==> src/rtl/sorc_kbd_pkg.sv <==
// -----------------------------------------------------------------------------
// sorc_kbd_pkg
// Shared constants, types and the PS/2 set-2 to Sorcerer matrix key map.
//   KBD_ROWS / KBD_COLS : default matrix geometry
//   kbd_loc_t           : {hit, row, col} result of a key-map lookup
//   lookup()            : {ext, code} -> kbd_loc_t (hit=0 for unmapped keys)
//   SHIFT, CTRL, RETURN : named matrix locations
// -----------------------------------------------------------------------------
package sorc_kbd_pkg;

   localparam int KBD_ROWS = 16;
   localparam int KBD_COLS = 8;

   typedef struct packed {
      logic       hit;
      logic [3:0] row;
      logic [2:0] col;
   } kbd_loc_t;

   localparam kbd_loc_t SHIFT  = '{hit: 1'b1, row: 4'd0, col: 3'd0};
   localparam kbd_loc_t CTRL   = '{hit: 1'b1, row: 4'd0, col: 3'd1};
   localparam kbd_loc_t RETURN = '{hit: 1'b1, row: 4'd1, col: 3'd0};

   // {ext, code} values that get special handling in the pipeline
   localparam logic [8:0] CODE_LSHIFT = 9'h012;
   localparam logic [8:0] CODE_RSHIFT = 9'h059;
   localparam logic [8:0] CODE_F11    = 9'h078;

   function automatic kbd_loc_t loc_at(input logic [3:0] row, input logic [2:0] col);
      return '{hit: 1'b1, row: row, col: col};
   endfunction

   // Every location is owned by exactly one code, except SHIFT which both
   // shift keys share (their OR is resolved in the matrix stage).
   function automatic kbd_loc_t lookup(input logic [8:0] ext_code);
      kbd_loc_t loc;
      loc = '0;
      case (ext_code)
         CODE_LSHIFT, CODE_RSHIFT: loc = SHIFT;
         9'h014: loc = CTRL;
         9'h076: loc = loc_at(4'd0, 3'd2);   // ESC
         9'h029: loc = loc_at(4'd0, 3'd3);   // SPACE
         9'h066: loc = loc_at(4'd0, 3'd4);   // BACKSPACE
         9'h00D: loc = loc_at(4'd0, 3'd5);   // TAB
         9'h05A: loc = RETURN;
         9'h041: loc = loc_at(4'd1, 3'd1);   // ,
         9'h049: loc = loc_at(4'd1, 3'd2);   // .
         9'h01C: loc = loc_at(4'd2, 3'd0);   // A
         9'h032: loc = loc_at(4'd2, 3'd1);   // B
         9'h021: loc = loc_at(4'd2, 3'd2);   // C
         9'h023: loc = loc_at(4'd2, 3'd3);   // D
         9'h024: loc = loc_at(4'd2, 3'd4);   // E
         9'h02B: loc = loc_at(4'd2, 3'd5);   // F
         9'h034: loc = loc_at(4'd2, 3'd6);   // G
         9'h033: loc = loc_at(4'd2, 3'd7);   // H
         9'h043: loc = loc_at(4'd3, 3'd0);   // I
         9'h03B: loc = loc_at(4'd3, 3'd1);   // J
         9'h042: loc = loc_at(4'd3, 3'd2);   // K
         9'h04B: loc = loc_at(4'd3, 3'd3);   // L
         9'h03A: loc = loc_at(4'd3, 3'd4);   // M
         9'h031: loc = loc_at(4'd3, 3'd5);   // N
         9'h044: loc = loc_at(4'd3, 3'd6);   // O
         9'h04D: loc = loc_at(4'd3, 3'd7);   // P
         9'h015: loc = loc_at(4'd4, 3'd0);   // Q
         9'h02D: loc = loc_at(4'd4, 3'd1);   // R
         9'h01B: loc = loc_at(4'd4, 3'd2);   // S
         9'h02C: loc = loc_at(4'd4, 3'd3);   // T
         9'h175: loc = loc_at(4'd7, 3'd0);   // cursor up
         9'h172: loc = loc_at(4'd7, 3'd1);   // cursor down
         9'h16B: loc = loc_at(4'd7, 3'd2);   // cursor left
         9'h174: loc = loc_at(4'd7, 3'd3);   // cursor right
         default: loc = '0;
      endcase
      return loc;
   endfunction

endpackage

==> src/rtl/sorc_kbd_sync.sv <==
// -----------------------------------------------------------------------------
// sorc_kbd_sync
// Two-flop bus synchroniser for the row select coming from the core clock
// domain; EN=0 turns it into a plain wire.
//   clk_sys : system clock            reset : async, active-high
//   i_d     : asynchronous bus in     o_q   : synchronised bus out
// -----------------------------------------------------------------------------
module sorc_kbd_sync #(
   parameter int WIDTH = 4,
   parameter bit EN    = 1'b1
) (
   input  logic             clk_sys,
   input  logic             reset,
   input  logic [WIDTH-1:0] i_d,
   output logic [WIDTH-1:0] o_q
);

   generate
      if (EN) begin : g_sync
         logic [WIDTH-1:0] r_meta;
         logic [WIDTH-1:0] r_sync;

         always_ff @(posedge clk_sys or posedge reset) begin
            if (reset) begin
               r_meta <= '0;
               r_sync <= '0;
            end else begin
               r_meta <= i_d;
               r_sync <= r_meta;
            end
         end

         assign o_q = r_sync;
      end else begin : g_bypass
         assign o_q = i_d;
      end
   endgenerate

endmodule

==> src/rtl/sorc_kbd_matrix.sv <==
// -----------------------------------------------------------------------------
// sorc_kbd_matrix
// Turns hps_io ps2_key events into the Sorcerer 16x8 keyboard matrix.
// Pipeline: S1 capture strobe edge -> S2 key-map lookup -> S3 matrix update,
// then a registered column read of the row selected by the core.
// Ports:
//   clk_sys   : system clock              reset   : async, active-high
//   ps2_key   : [10] toggle, [9] pressed, [8] extended, [7:0] scan code
//   kbd_clear : level, releases every key while high
//   row_sel   : row scanned by the core   col_n   : selected row, active low
//   any_key   : some key is down          hotkey  : 1-cycle F11 press pulse
// Build option: define SORC_KBD_HOTKEY_EN to turn F11 into the hotkey pulse;
// otherwise hotkey is tied low and F11 is an unmapped key.
// -----------------------------------------------------------------------------
module sorc_kbd_matrix
   import sorc_kbd_pkg::*;
#(
   parameter int ROWS     = KBD_ROWS,
   parameter int COLS     = KBD_COLS,
   parameter int SYNC_ROW = 1
) (
   input  logic            clk_sys,
   input  logic            reset,
   input  logic [10:0]     ps2_key,
   input  logic            kbd_clear,
   input  logic [3:0]      row_sel,
   output logic [COLS-1:0] col_n,
   output logic            any_key,
   output logic            hotkey
);

   logic [3:0] w_row_s;

   sorc_kbd_sync #(
      .WIDTH (4),
      .EN    (SYNC_ROW != 0)
   ) u_row_sync (
      .clk_sys (clk_sys),
      .reset   (reset),
      .i_d     (row_sel),
      .o_q     (w_row_s)
   );

   // ---------------- S1: capture ----------------
   // r_primed keeps the first clock after reset from seeing a phantom edge.
   logic       r_primed;
   logic       r_strobe;
   logic       r_valid_1;
   logic       r_pressed_1;
   logic [8:0] r_code_1;

   always_ff @(posedge clk_sys or posedge reset) begin
      if (reset) begin
         r_primed    <= 1'b0;
         r_strobe    <= 1'b0;
         r_valid_1   <= 1'b0;
         r_pressed_1 <= 1'b0;
         r_code_1    <= '0;
      end else begin
         r_primed    <= 1'b1;
         r_strobe    <= ps2_key[10];
         r_valid_1   <= r_primed & (ps2_key[10] != r_strobe);
         r_pressed_1 <= ps2_key[9];
         r_code_1    <= ps2_key[8:0];
      end
   end

   // ---------------- S2: lookup ----------------
   kbd_loc_t r_loc_2;
   logic     r_valid_2;
   logic     r_pressed_2;
   logic     r_shl_2;
   logic     r_shr_2;

   always_ff @(posedge clk_sys or posedge reset) begin
      if (reset) begin
         r_loc_2     <= '0;
         r_valid_2   <= 1'b0;
         r_pressed_2 <= 1'b0;
         r_shl_2     <= 1'b0;
         r_shr_2     <= 1'b0;
      end else begin
         r_loc_2     <= lookup(r_code_1);
         r_valid_2   <= r_valid_1;
         r_pressed_2 <= r_pressed_1;
         r_shl_2     <= (r_code_1 == CODE_LSHIFT);
         r_shr_2     <= (r_code_1 == CODE_RSHIFT);
      end
   end

   // ---------------- S3: apply ----------------
   // The two shift keys are tracked separately so that releasing one while
   // the other is held leaves SHIFT down; the SHIFT matrix cell itself stays 0.
   logic [COLS-1:0] r_matrix [16];
   logic            r_shl;
   logic            r_shr;

   always_ff @(posedge clk_sys or posedge reset) begin
      if (reset) begin
         for (int i = 0; i < 16; i++) r_matrix[i] <= '0;
         r_shl <= 1'b0;
         r_shr <= 1'b0;
      end else if (kbd_clear) begin
         for (int i = 0; i < 16; i++) r_matrix[i] <= '0;
         r_shl <= 1'b0;
         r_shr <= 1'b0;
      end else if (r_valid_2) begin
         if (r_shl_2)          r_shl <= r_pressed_2;
         else if (r_shr_2)     r_shr <= r_pressed_2;
         else if (r_loc_2.hit) r_matrix[r_loc_2.row][r_loc_2.col] <= r_pressed_2;
      end
   end

`ifdef SORC_KBD_HOTKEY_EN
   logic r_f11_2;
   logic r_hotkey;

   always_ff @(posedge clk_sys or posedge reset) begin
      if (reset) begin
         r_f11_2  <= 1'b0;
         r_hotkey <= 1'b0;
      end else begin
         r_f11_2  <= (r_code_1 == CODE_F11);
         r_hotkey <= r_valid_2 & r_f11_2 & r_pressed_2 & ~kbd_clear;
      end
   end

   assign hotkey = r_hotkey;
`else
   assign hotkey = 1'b0;
`endif

   // ---------------- column read ----------------
   logic            w_row_live;
   logic [COLS-1:0] w_sel;
   logic            w_any;

   generate
      if (ROWS < 16) begin : g_row_chk
         assign w_row_live = (w_row_s < 4'(ROWS));
      end else begin : g_row_all
         assign w_row_live = 1'b1;
      end
   endgenerate

   always_comb begin
      w_sel = r_matrix[w_row_s];
      if (w_row_s == SHIFT.row) w_sel[SHIFT.col] = w_sel[SHIFT.col] | r_shl | r_shr;
   end

   always_comb begin
      w_any = r_shl | r_shr;
      for (int i = 0; i < 16; i++) w_any = w_any | (|r_matrix[i]);
   end

   assign any_key = w_any;

   always_ff @(posedge clk_sys or posedge reset) begin
      if (reset) col_n <= '1;
      else       col_n <= w_row_live ? ~w_sel : '1;
   end

endmodule

==> config.mk <==
export PLATFORM = sky130hd
export DESIGN_NAME = sorc_kbd_matrix
export DESIGN_NICKNAME = d
export VERILOG_FILES = /design/src/rtl/sorc_kbd_pkg.sv /design/src/rtl/sorc_kbd_sync.sv /design/src/rtl/sorc_kbd_matrix.sv
export SDC_FILE = /design/constraint.sdc
export NUM_CORES = 1
export LEC_CHECK = 0
export CORE_AREA = 2 2 92 103
export CTS_CLUSTER_DIAMETER = 30
export DETAILED_ROUTE_END_ITERATION = 7
export DIE_AREA = 0 0 94 105
export HOLD_SLACK_MARGIN = 0.1
export PLACE_DENSITY = 0.8
export SYNTH_ARGS = -nofsm -noshare
export SYNTH_HDL_FRONTEND = slang
export SYNTH_SLANG_ARGS = --single-unit
export TNS_END_PERCENT = 10
==> constraint.sdc <==
create_clock -name clk_sys -period 7.9 [get_ports clk_sys]
set_input_delay 0.79 -clock clk_sys [delete_from_list [all_inputs] [get_ports clk_sys]]
set_output_delay 0.79 -clock clk_sys [all_outputs]
set_load 0.02 [all_outputs]
Word-level counts from Yosys, hierarchy flattened
Index checks and enable logic that the tools add are counted.
{"block": "op_classes", "n_reduce_logical": 27, "n_eq_ne": 37, "n_mux": 22, "n_bitwise": 23, "magnitude_cmp": 5}
{"op": "128-bit two-way mux", "n": 5}
{"op": "8-bit case mux with 33 select lines", "n": 1}
{"op": "128-bit bitwise mux", "n": 1}
{"op": "8-bit OR reduction", "n": 16}
{"op": "9-bit by 6-bit equality test with 1-bit output, second input constant", "n": 13}
{"op": "9-bit by 7-bit equality test with 1-bit output, second input constant", "n": 11}
{"op": "9-bit by 5-bit equality test with 1-bit output, second input constant", "n": 5}
{"op": "9-bit equality test, second input constant", "n": 4}
{"op": "8-bit binary-select mux with 4-bit select", "n": 1}
{"op": "8-bit demux with 4-bit select", "n": 1}
{"op": "8-bit two-way mux", "n": 3}
{"op": "1-bit OR", "n": 19}
{"op": "5-bit >= comparator, second input constant", "n": 2}
{"op": "4-bit NOT with 5-bit output", "n": 2}
{"op": "9-bit by 4-bit equality test with 1-bit output, second input constant", "n": 1}
{"op": "1-bit two-way mux", "n": 9}
{"op": "8-bit NOT", "n": 1}
{"op": "2-bit nonzero test", "n": 4}
{"op": "5-bit by 1-bit less-than comparator with 1-bit output, second input constant", "n": 1}
{"op": "4-bit logical NOT", "n": 1}
{"op": "3-bit by 4-bit less-than comparator with 1-bit output, second input constant", "n": 1}
{"op": "2-bit inequality test, second input constant", "n": 2}
{"op": "4-bit AND reduction", "n": 1}
{"op": "1-bit demux with 3-bit select", "n": 1}
{"op": "7 further kinds", "n": 8}
{"block": "totals", "wordCells": 147, "regBits": 171, "inputBits": 18, "output_inout_bits": 10}

Longest topological paths before layout
{"block": "depth", "ltp_word": 17, "ltp_mapped": 7, "mapped_depth_nobuf": 5}

Cells and area by module
A second synthesis with hierarchy kept.
{"block": "hier_totals", "hier_cells": 584, "area_unflattened_um2": 5589.1}
{"mod": "sorc_kbd_matrix", "instances": 1, "area_per_inst_um2": 5385.2, "seq_area_each_um2": 2462.4, "cells_per_inst": 575}
{"mod": "sorc_kbd_sync", "instances": 1, "area_per_inst_um2": 203.9, "seq_area_each_um2": 200.2, "cells_per_inst": 9}

Worst setup path before layout
No wires, ideal clock.
{"block": "synth_path", "kind": "reg-to-output", "from": "reg r_matrix[79] in the netlist's numbering", "to": "out any_key", "required_ns": 7.110, "n_path_buf": 0, "slack_ns": 5.891, "arrival_time_ns": 1.219, "path_stages_with_launch": 5, "path_cell_list": "dfrtp_1 > nor4_1 > nand4_1 > nor4_1 > nand3_1"}
{"block": "synth_between", "elab_chain_cells": 11}
{"element": "from (decl)", "line_no": "sorc_kbd_matrix.sv:94", "source": "logic [COLS-1:0] r_matrix [16];"}
{"element": "from (signal, indexed assignment)", "line_no": "sorc_kbd_matrix.sv:110", "source": "else if (r_loc_2.hit) r_matrix[r_loc_2.row][r_loc_2.col] <= r_pressed_2;"}
{"element": "8-bit OR reduction", "line_no": "sorc_kbd_matrix.sv:153", "source": "for (int i = 0; i < 16; i++) w_any = w_any | (|r_matrix[i]);"}
{"element": "1-bit OR (10 in series)", "line_no": "sorc_kbd_matrix.sv:153"}
{"element": "to (decl)", "line_no": "sorc_kbd_matrix.sv:28", "source": "output logic any_key,"}
No other way between the ends.

Worst setup path in the final report
{"block": "layout_path", "from": "reg r_matrix[87] in the netlist's numbering", "to": "out any_key"}
{"block": "layout_between", "elab_chain_cells": 12}
{"element": "8-bit OR reduction", "line_no": "sorc_kbd_matrix.sv:153"}
{"element": "1-bit OR (11 in series)", "line_no": "sorc_kbd_matrix.sv:153"}
No other way between the ends.

==> flow_summary.yaml <==
logic_synthesis:
  async_flop_share: 1.00
  yosysMostFrequentCell: "dfrtp_1"
  synth_mux_area_frac: 0.139
  synthXorXnorAreaFrac: 0.00315
  synth_top_area_frac: 0.441
  syn_nets: 598
  synth_compound_area_frac: 0.114
  ys_seq_area_frac: 0.479
  yosys.area.top_type: "dfrtp_1"
  avgSynthCellArea_um2: 9.58
  synth_top_family_by_area: "simple AND/OR/NAND/NOR gates"
  yosys-top-cells-area: "dfrtp_1 44%, mux2i_1 7.4%, mux4_2 6.5%, nand2_1 5.4%, nor2_1 5.4%"
  netlist_top_cells_count: "98 x dfrtp_1, 80 x nand2_1, 80 x nor2_1"
  synth_edf_count: 0
  netlist_instances: 580
  synth_seq_cells: 106
  yosys.area_share.simple: 0.222
  synth-main-ff-cell: "dfrtp_1"
  ys_types: 63
  synthAdderAreaFrac: 0
  yosys_warnings: 0
  syn_area_mm2: 0.00556
sta:
  max_slew_margin: 0.182
  fin_tns_setup_ns: 0
  finalHoldViolCount: 0
  setup_violations: 0
  post-route-period-util: 0.409
  hold_ws_ns: 0.355
  fin_worst_skew_ns: 0.0184
  clock.fmax_mhz: 309
  finalWorstPathRequiredPeriod_ns: 3.23
  worst_slew_pin_slew_ns: 1.23
  rsz0062_at_grt: "no"
  report.final.slew_viol_count: 0
critical_path:
  start_kind: "register"
  path_cells: "nor4_1 -> nand4_1 -> nor4_1 -> nand3_1 -> clkdlybuf4s50_1"
  critical_path_buf_inv_count: 1
  slowest_delay_ns: 0.56
  crit_fanout: 3
  slowest_stage: "clkdlybuf4s50_1"
  worst_ep_required_time_ns: 7.11
  reg2reg_slack_ns: 5.69
  worstSetupEndpointType: "output port"
  critical-path-top-delay-family: "simple AND/OR/NAND/NOR gates"
  cp.arrival_ns: 2.44
  crit_type: "register to output port"
  crit_top_cell: "nor4_1"
floorplan:
  dieArea_mm2: 0.00987
  rows: 36
  pin_count: 28
  initial_core_util: 0.632
  core_area_mm2: 0.00878
  die_height_um: 105
  die_w_um: 94
cts:
  ctsRootBufferMaster: "clkbuf_8"
  clock_latency_ns: 0.38
  cts.sinks: 106
  cts.clk_slew.worst_paths_ns: 0.10
  h-tree-depth: 3
  postCtsSetupBuffers: 0
  cts_resized: 0
  postCtsHoldBufs: 0
  cts_buffer_depth: 2
  cts-buffers-inserted: 9
  cts_tree: "yes"
placement:
  place_area_mm2: 0.00576
  io_buffers: 26
  placed_cells: 674
  dp_hpwl_um: 9090
  gp_congestion: 0.936
routing:
  drt-total-wl_um: 13600
  dr.pass1.iters: 5
  wl_per_cell_um: 19.7
  drt-initial-drc-count: 474
  drc: 0
  drtAntennaViolNets: 0
  vias_per_cell: 6.56
  vias: 4528
layout:
  postLayoutCellArea_mm2: 0.00597
  drive_gt1_frac: 0.0851
  area.growth.synth_to_final_pct: 7.41
  fill_cells: 673
  nNetsFinal: 589
  diodes: 0
  multi_input_area_mm2: 0.00266
  seqCellArea_mm2: 0.00266
  finalNonFillerCells: 690
status:
  status: "complete, no violations"
global_route:
  antenna_found_initial: 0
  grt_pass1_vias: 4299
  grt_start_max_net_pins: 75
  grt_pass1_wl_um: 22600
  grt-ovfl-total: 0
  grtUsageTotal: 0.292
pwr:
  seq_power_share: 0.589
  switchingPower_w: 0.000250
  power_switching_share: 0.257
  leakage_nw: 2.61
  p_int_w: 0.000723
  clock_power_share: 0.356
  p_per_area_mw_per_mm2: 163
  irDropWorstVdd_uv: 111
  p_comb_frac: 0.055
worst_hold_path:
  hold_path.class: "register to register"
flow_run:
  cap_violations: 0
## cell usage in the layout (no fill, tap or decap), types with 4 or more instances in the layout
| cell | count |
|---|---|
| a21oi_1 | 43 |
| and2_1 | 4 |
| clkbuf_8 | 9 |
| clkdlybuf4s50_1 | 25 |
| dfrtp_1 | 97 |
| dfstp_2 | 8 |
| inv_1 | 6 |
| mux2i_1 | 41 |
| mux4_2 | 16 |
| nand2_1 | 80 |
| nand2b_1 | 7 |
| nand3_1 | 5 |
| nand4_1 | 5 |
| nor2_1 | 80 |
| nor2b_1 | 5 |
| nor4_1 | 19 |
| o21ai_0 | 7 |
| o21ai_1 | 27 |
| o22ai_1 | 6 |
| or2_1 | 7 |
| or4b_1 | 5 |
## layout make-up
type                    count  area share
flip-flops and latches    106       0.446
multi-input cells         419       0.446
repair buffers             27      0.0440
well taps                 114      0.0239
clock buffers              10      0.0214
clock inverters             6      0.0128
inverters                   8     0.00545
## power groups by stage
stage	Combinational, W	Sequential, W	Clock, W
after global placement	0.0000530	0.000582	0
final	0.0000534	0.000573	0.000347
after detailed placement	0.0000536	0.000583	0
after CTS	0.0000538	0.000572	0.000350
after global routing	0.0000595	0.000575	0.000375
after floorplan	0.0000508	0.000565	0
## final timing paths
check | startpoint | to | cells after the start
min in group asynchronous | reset | r_matrix[70]$_DFFE_PP0P_ | 2
max | r_matrix[87]$_DFFE_PP0P_ | any_key | 5
max in group asynchronous | reset | r_pressed_2$_DFF_PP0_ | 3
max reg2reg | r_code_1[3]$_DFF_PP0_ | r_loc_2[2]$_DFF_PP0_ | 5
min reg2reg | r_valid_1$_DFF_PP0_ | r_valid_2$_DFF_PP0_ | 0
min | r_valid_1$_DFF_PP0_ | r_valid_2$_DFF_PP0_ | 0
## metrics by stage
step	power, W	worst slack [ns]	utilization
after floorplan	0.000616	4.33	-
after global placement	0.000635	5.15	0.656
after detailed placement	0.000637	5.10	0.656
after CTS	0.000976	4.69	0.679
after global routing	0.00101	4.58	0.679
final	0.000973	4.67	0.679
## routing by layer
layer,global-route usage,part of all wire
met2,0.438,0.47
met3,0.0570,0.081
met5,0,0
met4,0.0983,0.029
met1,0.430,0.42
## kinds of logic after synthesis
group,Yosys count
buf+inv,55
compound gates,109
simple gates,249
other cells,2
xor+xnor,2
mux,57
flops,106
## worst register-to-register path, cell delays in order (launching register included)
cell	delay (ns)
dfrtp_1	0.77
inv_1	0.30
or4_1	0.60
a21oi_2	0.20
o21bai_1	0.14
o21bai_1	0.13
## registers in the layout, indices dropped and copies added, names as in the netlist, 4 cells and up
signal and cells:
col_n 8, r_code_1 9, r_loc_2 7, r_matrix 64, u_row_sync.g_sync.r_meta 4, u_row_sync.o_q 4
Note: power is estimated with default switching activity, not from simulation.
